[src/rtl/led_vu_meter.sv]
// ---------------------------------------------------------------------------
// led_vu_meter
// Bar-graph level meter for the 8 board LEDs. Samples the equalizer's
// stereo output on each valid strobe, converts the louder channel's peak
// magnitude to a log-spaced 0..8 level with hold and decay, and overlays a
// slower peak-hold dot.
//
// Ports:
//   clk      in   1  system clock
//   rst      in   1  asynchronous reset, active-high
//   valid    in   1  one-cycle strobe, lft_out/rht_out carry a new sample
//   lft_out  in  16  signed left sample
//   rht_out  in  16  signed right sample
//   en       in   1  meter enable; low blanks the LEDs and clears all state
//   LED      out  8  active-high bar, LED[0] is the lowest level
//
// Pipeline: magnitude (stage 1) -> level/hold/decay (stage 2) -> LED (stage 3).
// A valid in cycle N is visible on LED in cycle N+3.
// ---------------------------------------------------------------------------
module led_vu_meter #(
    parameter int HOLD_SMPLS    = 4800,
    parameter int DECAY_SMPLS   = 480,
    parameter int PK_HOLD_SMPLS = 48000
) (
    input  logic        clk,
    input  logic        rst,
    input  logic        valid,
    input  logic [15:0] lft_out,
    input  logic [15:0] rht_out,
    input  logic        en,
    output logic [7:0]  LED
);

    // Narrowest counters that hold each parameter value.
    localparam int HW = $clog2(HOLD_SMPLS + 1);
    localparam int DW = (DECAY_SMPLS > 1) ? $clog2(DECAY_SMPLS) : 1;
    localparam int PW = $clog2(PK_HOLD_SMPLS + 1);

    localparam logic [HW-1:0] HOLD_LD  = HW'(HOLD_SMPLS);
    localparam logic [DW-1:0] DCY_LAST = DW'(DECAY_SMPLS - 1);
    localparam logic [PW-1:0] PK_LD    = PW'(PK_HOLD_SMPLS);
    localparam logic [HW-1:0] HOLD_ONE = HW'(1);
    localparam logic [DW-1:0] DCY_ONE  = DW'(1);
    localparam logic [PW-1:0] PK_ONE   = PW'(1);

    // Absolute value; -32768 has no positive counterpart and saturates.
    function automatic logic [14:0] abs_sat(input logic [15:0] s);
        logic [15:0] neg;
        neg = (~s) + 16'd1;
        if (s == 16'h8000) begin
            abs_sat = 15'h7FFF;
        end else if (s[15]) begin
            abs_sat = neg[14:0];
        end else begin
            abs_sat = s[14:0];
        end
    endfunction

    // Count of thresholds 128<<k (k = 0..7) that the magnitude reaches.
    function automatic logic [3:0] level_of(input logic [14:0] m);
        logic [3:0] n;
        n = 4'd0;
        for (int k = 0; k < 8; k++) begin
            if (m >= (15'd128 << k)) begin
                n = n + 4'd1;
            end
        end
        return n;
    endfunction

    logic [14:0]   mag_q, mag_d;
    logic          v1_q, v1_d;
    logic [3:0]    lvl_q, lvl_d;
    logic [HW-1:0] hold_cnt_q, hold_cnt_d;
    logic [DW-1:0] dcy_cnt_q, dcy_cnt_d;
    logic [3:0]    pk_q, pk_d;
    logic [PW-1:0] pk_cnt_q, pk_cnt_d;
    logic [7:0]    led_q, led_d;

    logic [14:0]   abs_l_s, abs_r_s;
    logic [3:0]    inst_s;

    assign abs_l_s = abs_sat(lft_out);
    assign abs_r_s = abs_sat(rht_out);
    assign inst_s  = level_of(mag_q);

    // Stage 1: capture the louder channel's magnitude on valid.
    always_comb begin
        mag_d = mag_q;
        v1_d  = 1'b0;
        if (!en) begin
            mag_d = 15'd0;
            v1_d  = 1'b0;
        end else if (valid) begin
            mag_d = (abs_l_s >= abs_r_s) ? abs_l_s : abs_r_s;
            v1_d  = 1'b1;
        end else begin
            mag_d = mag_q;
            v1_d  = 1'b0;
        end
    end

    // Stage 2: bar level with hold/decay, and the peak dot that falls to
    // the bar's next-state level once its own hold expires.
    always_comb begin
        lvl_d      = lvl_q;
        hold_cnt_d = hold_cnt_q;
        dcy_cnt_d  = dcy_cnt_q;
        pk_d       = pk_q;
        pk_cnt_d   = pk_cnt_q;
        if (!en) begin
            lvl_d      = 4'd0;
            hold_cnt_d = '0;
            dcy_cnt_d  = '0;
            pk_d       = 4'd0;
            pk_cnt_d   = '0;
        end else if (v1_q) begin
            if (inst_s >= lvl_q) begin
                lvl_d      = inst_s;
                hold_cnt_d = HOLD_LD;
                dcy_cnt_d  = '0;
            end else if (hold_cnt_q != '0) begin
                hold_cnt_d = hold_cnt_q - HOLD_ONE;
            end else if (dcy_cnt_q == DCY_LAST) begin
                if (lvl_q != 4'd0) begin
                    lvl_d = lvl_q - 4'd1;
                end else begin
                    lvl_d = 4'd0;
                end
                dcy_cnt_d = '0;
            end else begin
                dcy_cnt_d = dcy_cnt_q + DCY_ONE;
            end

            if (inst_s >= pk_q) begin
                pk_d     = inst_s;
                pk_cnt_d = PK_LD;
            end else if (pk_cnt_q != '0) begin
                pk_cnt_d = pk_cnt_q - PK_ONE;
            end else begin
                pk_d = lvl_d;
            end
        end else begin
            lvl_d = lvl_q;
        end
    end

    // Stage 3: bar below lvl, plus the dot at position pk-1.
    always_comb begin
        led_d = 8'h00;
        if (en) begin
            for (int i = 0; i < 8; i++) begin
                led_d[i] = (4'(i) < lvl_q) ||
                           ((pk_q != 4'd0) && (4'(i) == (pk_q - 4'd1)));
            end
        end else begin
            led_d = 8'h00;
        end
    end

    // Pipeline and meter state registers.
    always_ff @(posedge clk or posedge rst) begin
        if (rst) begin
            mag_q      <= 15'd0;
            v1_q       <= 1'b0;
            lvl_q      <= 4'd0;
            hold_cnt_q <= '0;
            dcy_cnt_q  <= '0;
            pk_q       <= 4'd0;
            pk_cnt_q   <= '0;
            led_q      <= 8'h00;
        end else begin
            mag_q      <= mag_d;
            v1_q       <= v1_d;
            lvl_q      <= lvl_d;
            hold_cnt_q <= hold_cnt_d;
            dcy_cnt_q  <= dcy_cnt_d;
            pk_q       <= pk_d;
            pk_cnt_q   <= pk_cnt_d;
            led_q      <= led_d;
        end
    end

    assign LED = led_q;

endmodule

[config.mk]
export PLATFORM = sky130hd
export DESIGN_NAME = led_vu_meter
export DESIGN_NICKNAME = d
export VERILOG_FILES = /design/src/rtl/led_vu_meter.sv
export SDC_FILE = /design/constraint.sdc
export NUM_CORES = 1
export LEC_CHECK = 0
export ABC_CLOCK_PERIOD_IN_PS = 11800
export CAP_MARGIN = 20
export CORE_MARGIN = 5
export CORE_UTILIZATION = 30
export DETAILED_ROUTE_END_ITERATION = 16
export SLEW_MARGIN = 20
export SYNTH_ARGS = -nofsm -noshare
export SYNTH_HDL_FRONTEND = slang
export SYNTH_SLANG_ARGS = --single-unit
[constraint.sdc]
create_clock -name clk -period 11.8 [get_ports clk]
set_input_delay 1.77 -clock clk [delete_from_list [all_inputs] [get_ports clk]]
set_output_delay 1.77 -clock clk [all_outputs]
set_load 0.02 [all_outputs]
==> impl_metrics.env, run 1 <==
export IMPL_outcome="finished clean"
export IMPL_placedInstanceArea_um2=5894
export IMPL_nets=764
export IMPL_cts_sinks=63
export IMPL_fin_crit_sh=0.6324
export IMPL_die_width_um=142.8
export IMPL_max_slew_margin=0.3868
export IMPL_seq_area_frac_synth=0.2978
export IMPL_dp_cells=907
export IMPL_netlist_cell_type_count=72
export IMPL_synth_async_reset_ratio=1.000
export IMPL_synth_edf_count=0
export IMPL_grt_pass1_wl_um=21200
export IMPL_drcViolationCount=0
export IMPL_antenna_found_initial=0
export IMPL_avgSynthCellArea_um2=7.913
export IMPL_rrSetupSlack_ps=4340
export IMPL_rsz0062_at_grt="no"
export IMPL_first_pass_iters=5
export IMPL_power_mw=1.596
export IMPL_crit_fanout=15
export IMPL_r2r_end="dcy_cnt_q[6]"
export IMPL_dr_first_iter_drc_count=297
export IMPL_setup_ws_ps=4337
export IMPL_p_leak_nw=2.693
export IMPL_drive_above_1_share=0.06017
export IMPL_grt_overflow_total=0
export IMPL_n_antenna_cell=0
export IMPL_grt_use_total=0.1244
export IMPL_syn_nets=740
export IMPL_initial_core_util=0.3061
export IMPL_synthXorXnorAreaFrac=0.04892
export IMPL_r2r_cells=26
export IMPL_globalplace_congestion=0.8523
export IMPL_synth_top_family_by_area="simple AND/OR/NAND/NOR gates"
export IMPL_worst_pin_slew_ps=919.8
export IMPL_htreeDepth=3
export IMPL_ctsHoldBuffers=0
export IMPL_cp_start_kind="register"
export IMPL_pwr_density_cell_nw_per_um2=256.6
export IMPL_rows=48
export IMPL_clockRootBuffer="clkbuf_16"
export IMPL_die_y_um=142.8
export IMPL_clock_path_buffers=2
export IMPL_grt_pass1_vias=4465
export IMPL_clk_latency_ps=330
export IMPL_ir_worst_vdd_mv=0.1997
export IMPL_synth_mux_area_frac=0.02458
export IMPL_end_kind="register"
export IMPL_core_area_um2=17300
export IMPL_synthFlopType="dfrtp_1"
export IMPL_routed_wl_um=12240
export IMPL_min_from="dcy_cnt_q[8]"
export IMPL_ctsResizeCount=0
export IMPL_cts_clk_slew_worst_paths_ps=60
export IMPL_yosys_warnings=0
export IMPL_ys_seq_elements=63
export IMPL_cts_tree="built"
export IMPL_setup_tns_ps=0
export IMPL_port_buffers=43
export IMPL_dieArea_um2=20400
export IMPL_reg2reg_from="mag_q[14]"
export IMPL_syn_area_um2=5294
export IMPL_syn_to_final_growth_pct=17.47
export IMPL_hold_viol_final=0
export IMPL_fillers=1813
export IMPL_syn_inst=669
export IMPL_route_vias_total=4806
export IMPL_fin_area_um2=6218
export IMPL_worstSetupStartpoint="mag_q[14]"
export IMPL_vias_per_cell=5.207
export IMPL_dp_final_hpwl_um=9178
export IMPL_synth_fa_ha_area_frac=0.08272
export IMPL_maxCapViolations=0
export IMPL_postCtsSetupRepairBufs=0
export IMPL_synth_compound_area_share=0.2453
export IMPL_slew_viol_final=0
export IMPL_grt_max_degree=64
export IMPL_setup_viol=0
export IMPL_crit_arrival_ps=7670
export IMPL_required_ps=12010
export IMPL_finalNonFillerCells=923
export IMPL_pre_cts_ws_ps=4352
export IMPL_cts_buffers=9
export IMPL_worstSetupEndpoint="dcy_cnt_q[6]"
export IMPL_ios=44
export IMPL_finClkSkew_ps=4.258
export IMPL_fmax_mhz=134.0
export IMPL_ant_nets=0
export IMPL_worst_setup_path_type="reg2reg"
export IMPL_synth_simple_area_share=0.2463
export IMPL_post_route_min_period_ps=7463
export IMPL_hp_class="reg2reg"
export IMPL_avgRoutedWirePerCell_um=13.26
-- Yosys cell counts (all sizes together), types with 13 or more instances --
cell / number / share of area
a21oi: 54 / 0.051
clkbuf: 25 / 0.018
dfrtp: 63 / 0.30
ha: 35 / 0.083
inv: 43 / 0.030
mux2i: 13 / 0.025
nand2: 68 / 0.048
nand2b: 13 / 0.015
nand3: 14 / 0.013
nor2: 67 / 0.050
nor3: 18 / 0.018
o21ai: 59 / 0.058
o31ai: 15 / 0.022
or3: 15 / 0.020
xnor2: 16 / 0.026
-- cell families (layout without fill, tap and decap cells) --
| family | after synthesis | in the layout |
|---|---|---|
| AND/OR/NAND/NOR | 253 | 253 |
| AO/OA/AOI/OAI | 202 | 202 |
| buffers and inverters | 75 | 104 |
| flip-flops | 63 | 63 |
| adder cells (fa/ha/maj) | 35 | 35 |
| XOR/XNOR | 28 | 28 |
| multiplexers | 13 | 13 |
-- stage by stage --
stage | util | hold slack (ps)
floorplan | - | 450.6
detailed placement | 0.3408 | 482.2
finish | 0.3595 | 485.1
CTS | 0.3595 | 488.8
global placement | 0.3408 | 469.9
global route | 0.3595 | 513.1
-- worst min path at each step --
stage	to	slack (ps)	cells after the start
after CTS	dcy_cnt_q[8]	490	1
after global placement	dcy_cnt_q[8]	470	1
after global routing	dcy_cnt_q[8]	510	1
after detailed placement	dcy_cnt_q[8]	480	1
final	dcy_cnt_q[8]	490	1
after floorplan	dcy_cnt_q[8]	450	1
-- routing by layer --
layer	up-vias	routed length, um	global-route usage
li1	2483	-	-
met1	2224	6197	0.1742
met2	88	5440	0.1914
met3	11	475	0.02981
met4	0	127	0.03502
met5	-	0	0
-- report_power, final --
part,switching (mW),internal [mW]
Sequential,0.0684,0.277
Combinational,0.591,0.373
Clock,0.0955,0.191
Total,0.755,0.841
-- area by class of cell --
type | count | area [um2] | share of cell area
well taps | 225 | 281.5 | 0.04527
flip-flops and latches | 63 | 1577 | 0.2535
multi-input cells | 531 | 3430 | 0.5515
clock inverters | 5 | 81.33 | 0.01308
clock buffers | 11 | 242.7 | 0.03903
inverters | 43 | 161.4 | 0.02596
repair buffers | 45 | 445.4 | 0.07163
-- worst max-delay path, stage by stage (launching register included) --
cell,delay (ps)
dfrtp_1,520
or4_4,650
nor3_1,380
nand2b_1,160
inv_2,80
nand2b_1,70
ha_1,430
xnor2_1,290
ha_1,300
nor2_1,110
a21oi_1,60
ha_1,300
inv_1,50
o21ai_0,160
ha_1,180
o31ai_2,70
xnor3_1,390
a311oi_2,370
mux2i_1,250
xor2_1,370
ha_1,320
a21oi_1,250
o21a_1,410
a21oi_1,110
nor2_1,570
or2_1,340
o31ai_1,120
-- cells in the final DEF, fill, tap and decap left out, types with 7 or more instances in the layout --
cell / synthesis / layout
mux2i_1: 13 / 13
nand2b_1: 13 / 13
and3_1: 8 / 8
o21ai_0: 18 / 18
a21o_1: 9 / 9
nand2_1: 68 / 68
o21ai_1: 38 / 38
nor4_1: 7 / 7
clkdlybuf4s50_1: 0 / 43
nand4_1: 7 / 7
o211ai_1: 7 / 7
ha_1: 35 / 35
nor3_1: 17 / 17
a21oi_1: 54 / 54
a31oi_1: 9 / 9
o31ai_1: 14 / 14
inv_1: 42 / 41
nand3_1: 14 / 14
or3_1: 13 / 13
clkbuf_16: 0 / 9
dfrtp_1: 63 / 63
xor2_1: 11 / 11
nor2_1: 64 / 64
xnor2_1: 16 / 16
-- registers in the layout, indices dropped and copies added, names as in the netlist --
name,count
LED,8
dcy_cnt_q,9
hold_cnt_q,13
lvl_q,4
mag_q,8
pk_cnt_q,16
pk_q,4
v1_q,1
Note: power is estimated with default switching activity, not from simulation.
==> run 2, diff against run 1 <==
--- a/config.mk
+++ b/config.mk
@@ -5,7 +5,7 @@
 export SDC_FILE = /design/constraint.sdc
 export NUM_CORES = 1
 export LEC_CHECK = 0
-export ABC_CLOCK_PERIOD_IN_PS = 11800
+export ABC_CLOCK_PERIOD_IN_PS = 7050
 export CAP_MARGIN = 20
 export CORE_MARGIN = 5
 export CORE_UTILIZATION = 30
==> constraint.sdc (replaced) <==
create_clock -name clk -period 7.05 [get_ports clk]
set_input_delay 1.0575 -clock clk [delete_from_list [all_inputs] [get_ports clk]]
set_output_delay 1.0575 -clock clk [all_outputs]
set_load 0.02 [all_outputs]
==> impl_metrics.env, run 2 (same netlist as run 1, synthesis figures left out) <==
export IMPL_outcome="finished clean"
export IMPL_grt_busiest_layer="met2"
export IMPL_end_kind="register"
export IMPL_postCtsSetupRepairBufs=0
export IMPL_final_cell_mix="68 x nand2_1, 64 x nor2_1, 63 x dfrtp_1, 54 x a21oi_1, 43 x clkdlybuf4s50_1"
export IMPL_grt_overflow_total=0
export IMPL_clk_latency_ps=330
export IMPL_layout_commonest_cell="nand2_1"
export IMPL_crit_top_cell="ha_1"
export IMPL_first_pass_iters=4
export IMPL_p_leak_nw=2.717
export IMPL_clockRootBuffer="clkbuf_16"
export IMPL_drcViolationCount=0
export IMPL_cts_clk_slew_worst_paths_ps=50
export IMPL_nets=773
export IMPL_p_sw_frac=0.4725
export IMPL_initial_core_util=0.3061
export IMPL_antenna_found_initial=0
export IMPL_crit_fanout=9
export IMPL_dp_cells=916
export IMPL_setup_tns_ps=0
export IMPL_ctsResizeCount=0
export IMPL_grt_use_total=0.1262
export IMPL_htreeDepth=3
export IMPL_maxCapViolations=0
export IMPL_n_antenna_cell=0
export IMPL_routed_wl_um=12560
export IMPL_grt_use_met3=0.01842
export IMPL_worst_setup_path_type="reg2reg"
export IMPL_ant_nets=0
export IMPL_grt_pass1_wl_um=21420
export IMPL_grtUsageMet2=0.2035
export IMPL_crit_arrival_ps=6770
export IMPL_rsz0062_at_grt="yes"
export IMPL_grt_max_degree=64
export IMPL_regMostFlops="pk_cnt_q"
export IMPL_fin_crit_sh=0.9312
export IMPL_dieArea_um2=20400
export IMPL_p_clk_frac=0.143
export IMPL_met1_usage=0.1684
export IMPL_fmax_mhz=152.3
export IMPL_port_buffers=43
export IMPL_seqPwrFrac=0.215
export IMPL_route_vias_total=4868
export IMPL_syn_to_final_growth_pct=17.84
export IMPL_grt_pass1_vias=4611
export IMPL_cts_sinks=63
export IMPL_worst_pin_slew_ps=897.7
export IMPL_fin_area_um2=6238
export IMPL_cts_tree="built"
export IMPL_finalNonFillerCells=929
export IMPL_avgRoutedWirePerCell_um=13.52
export IMPL_vias_per_cell=5.240
export IMPL_post_route_min_period_ps=6565
export IMPL_hp_class="reg2reg"
export IMPL_setup_ws_ps=485.2
export IMPL_globalplace_congestion=0.8302
export IMPL_reg_largest_list="pk_cnt_q x16, hold_cnt_q x13, dcy_cnt_q x9"
export IMPL_pre_cts_ws_ps=249.7
export IMPL_dr_first_iter_drc_count=230
export IMPL_slowest_stage="or4_4"
export IMPL_required_ps=7260
export IMPL_finClkSkew_ps=4.281
export IMPL_die_y_um=142.8
export IMPL_switching_power_mw=1.277
export IMPL_ctsHoldBuffers=0
export IMPL_largest_reg_flops=16
export IMPL_ir_worst_vdd_mv=0.2693
export IMPL_clock_path_buffers=2
export IMPL_cts_buffers=9
export IMPL_hold_viol_final=0
export IMPL_power_mw=2.702
export IMPL_pwr_density_cell_nw_per_um2=433.1
export IMPL_die_width_um=142.8
export IMPL_slew_viol_final=0
export IMPL_drive_above_1_share=0.07528
export IMPL_dp_final_hpwl_um=9324
export IMPL_intPower_mw=1.425
export IMPL_rows=48
export IMPL_cpPeakStageDelay_ps=570
export IMPL_placedInstanceArea_um2=5962
export IMPL_core_area_um2=17300
export IMPL_cp_start_kind="register"
export IMPL_ios=44
export IMPL_p_comb_frac=0.642
export IMPL_setup_viol=0
export IMPL_max_slew_margin=0.4015
## run 2: power by group through the flow
stage / clock network (mW) / registers, mW / logic [mW]
finish: 0.388 / 0.580 / 1.73
global route: 0.414 / 0.597 / 1.96
CTS: 0.404 / 0.575 / 1.71
detailed placement: 0 / 0.580 / 1.70
global placement: 0 / 0.580 / 1.69
floorplan: 0 / 0.555 / 1.30
## run 2: path summary, 6_finish.rpt
| path | from | cells past startpoint | slack (ps) | endpoint |
|---|---|---|---|---|
| worst max register to register | mag_q[12] | 31 | 490 | hold_cnt_q[4] |
| max in group asynchronous | rst | 3 | 5230 | pk_cnt_q[13] |
| worst min register to register | dcy_cnt_q[8] | 1 | 480 | dcy_cnt_q[8] |
| worst max-delay path | mag_q[12] | 31 | 490 | hold_cnt_q[4] |
| worst min-delay path | dcy_cnt_q[8] | 1 | 480 | dcy_cnt_q[8] |
| min in group asynchronous | rst | 3 | 1300 | dcy_cnt_q[7] |
## run 2: cell type report
class / instances / area, um2
clock buffers: 11 / 242.7
clock inverters: 2 / 10.01
fillers: 1806 / 11060
inverters: 43 / 161.4
multi-input cells: 531 / 3453
flip-flops and latches: 63 / 1577
well taps: 225 / 281.5
repair buffers: 54 / 513.0
## run 2: layer usage
layer  share of wire  wire, um
met2            0.45      5670
met1            0.48      6090
met4           0.020       255
met3           0.043       539
met5               0         0
## run 2: per-stage QoR
step / hold WS (ps) / util
after global routing: 504.6 / 0.3607
after CTS: 489.5 / 0.3593
final: 483.8 / 0.3607
after floorplan: 450.6 / -
after global placement: 471.9 / 0.3447
after detailed placement: 483.3 / 0.3447
## run 2: critical path: cells and delay by family, from the launching register on
family	cells	cell delay, ps
buffers and inverters	3	220
AO/OA/AOI/OAI	7	1580
AND/OR/NAND/NOR	10	1430
flip-flops	1	460
adder cells (fa/ha/maj)	7	2000
XOR/XNOR	4	760
==> run 3, diff against run 2 <==
--- a/config.mk
+++ b/config.mk
@@ -10,6 +10,7 @@
 export CORE_MARGIN = 5
 export CORE_UTILIZATION = 30
 export DETAILED_ROUTE_END_ITERATION = 16
+export SKIP_CTS_REPAIR_TIMING = 1
 export SLEW_MARGIN = 20
 export SYNTH_ARGS = -nofsm -noshare
 export SYNTH_HDL_FRONTEND = slang
==> results of run 3 <==
The final DEF is identical to that of run 2; final timing and power are the same.
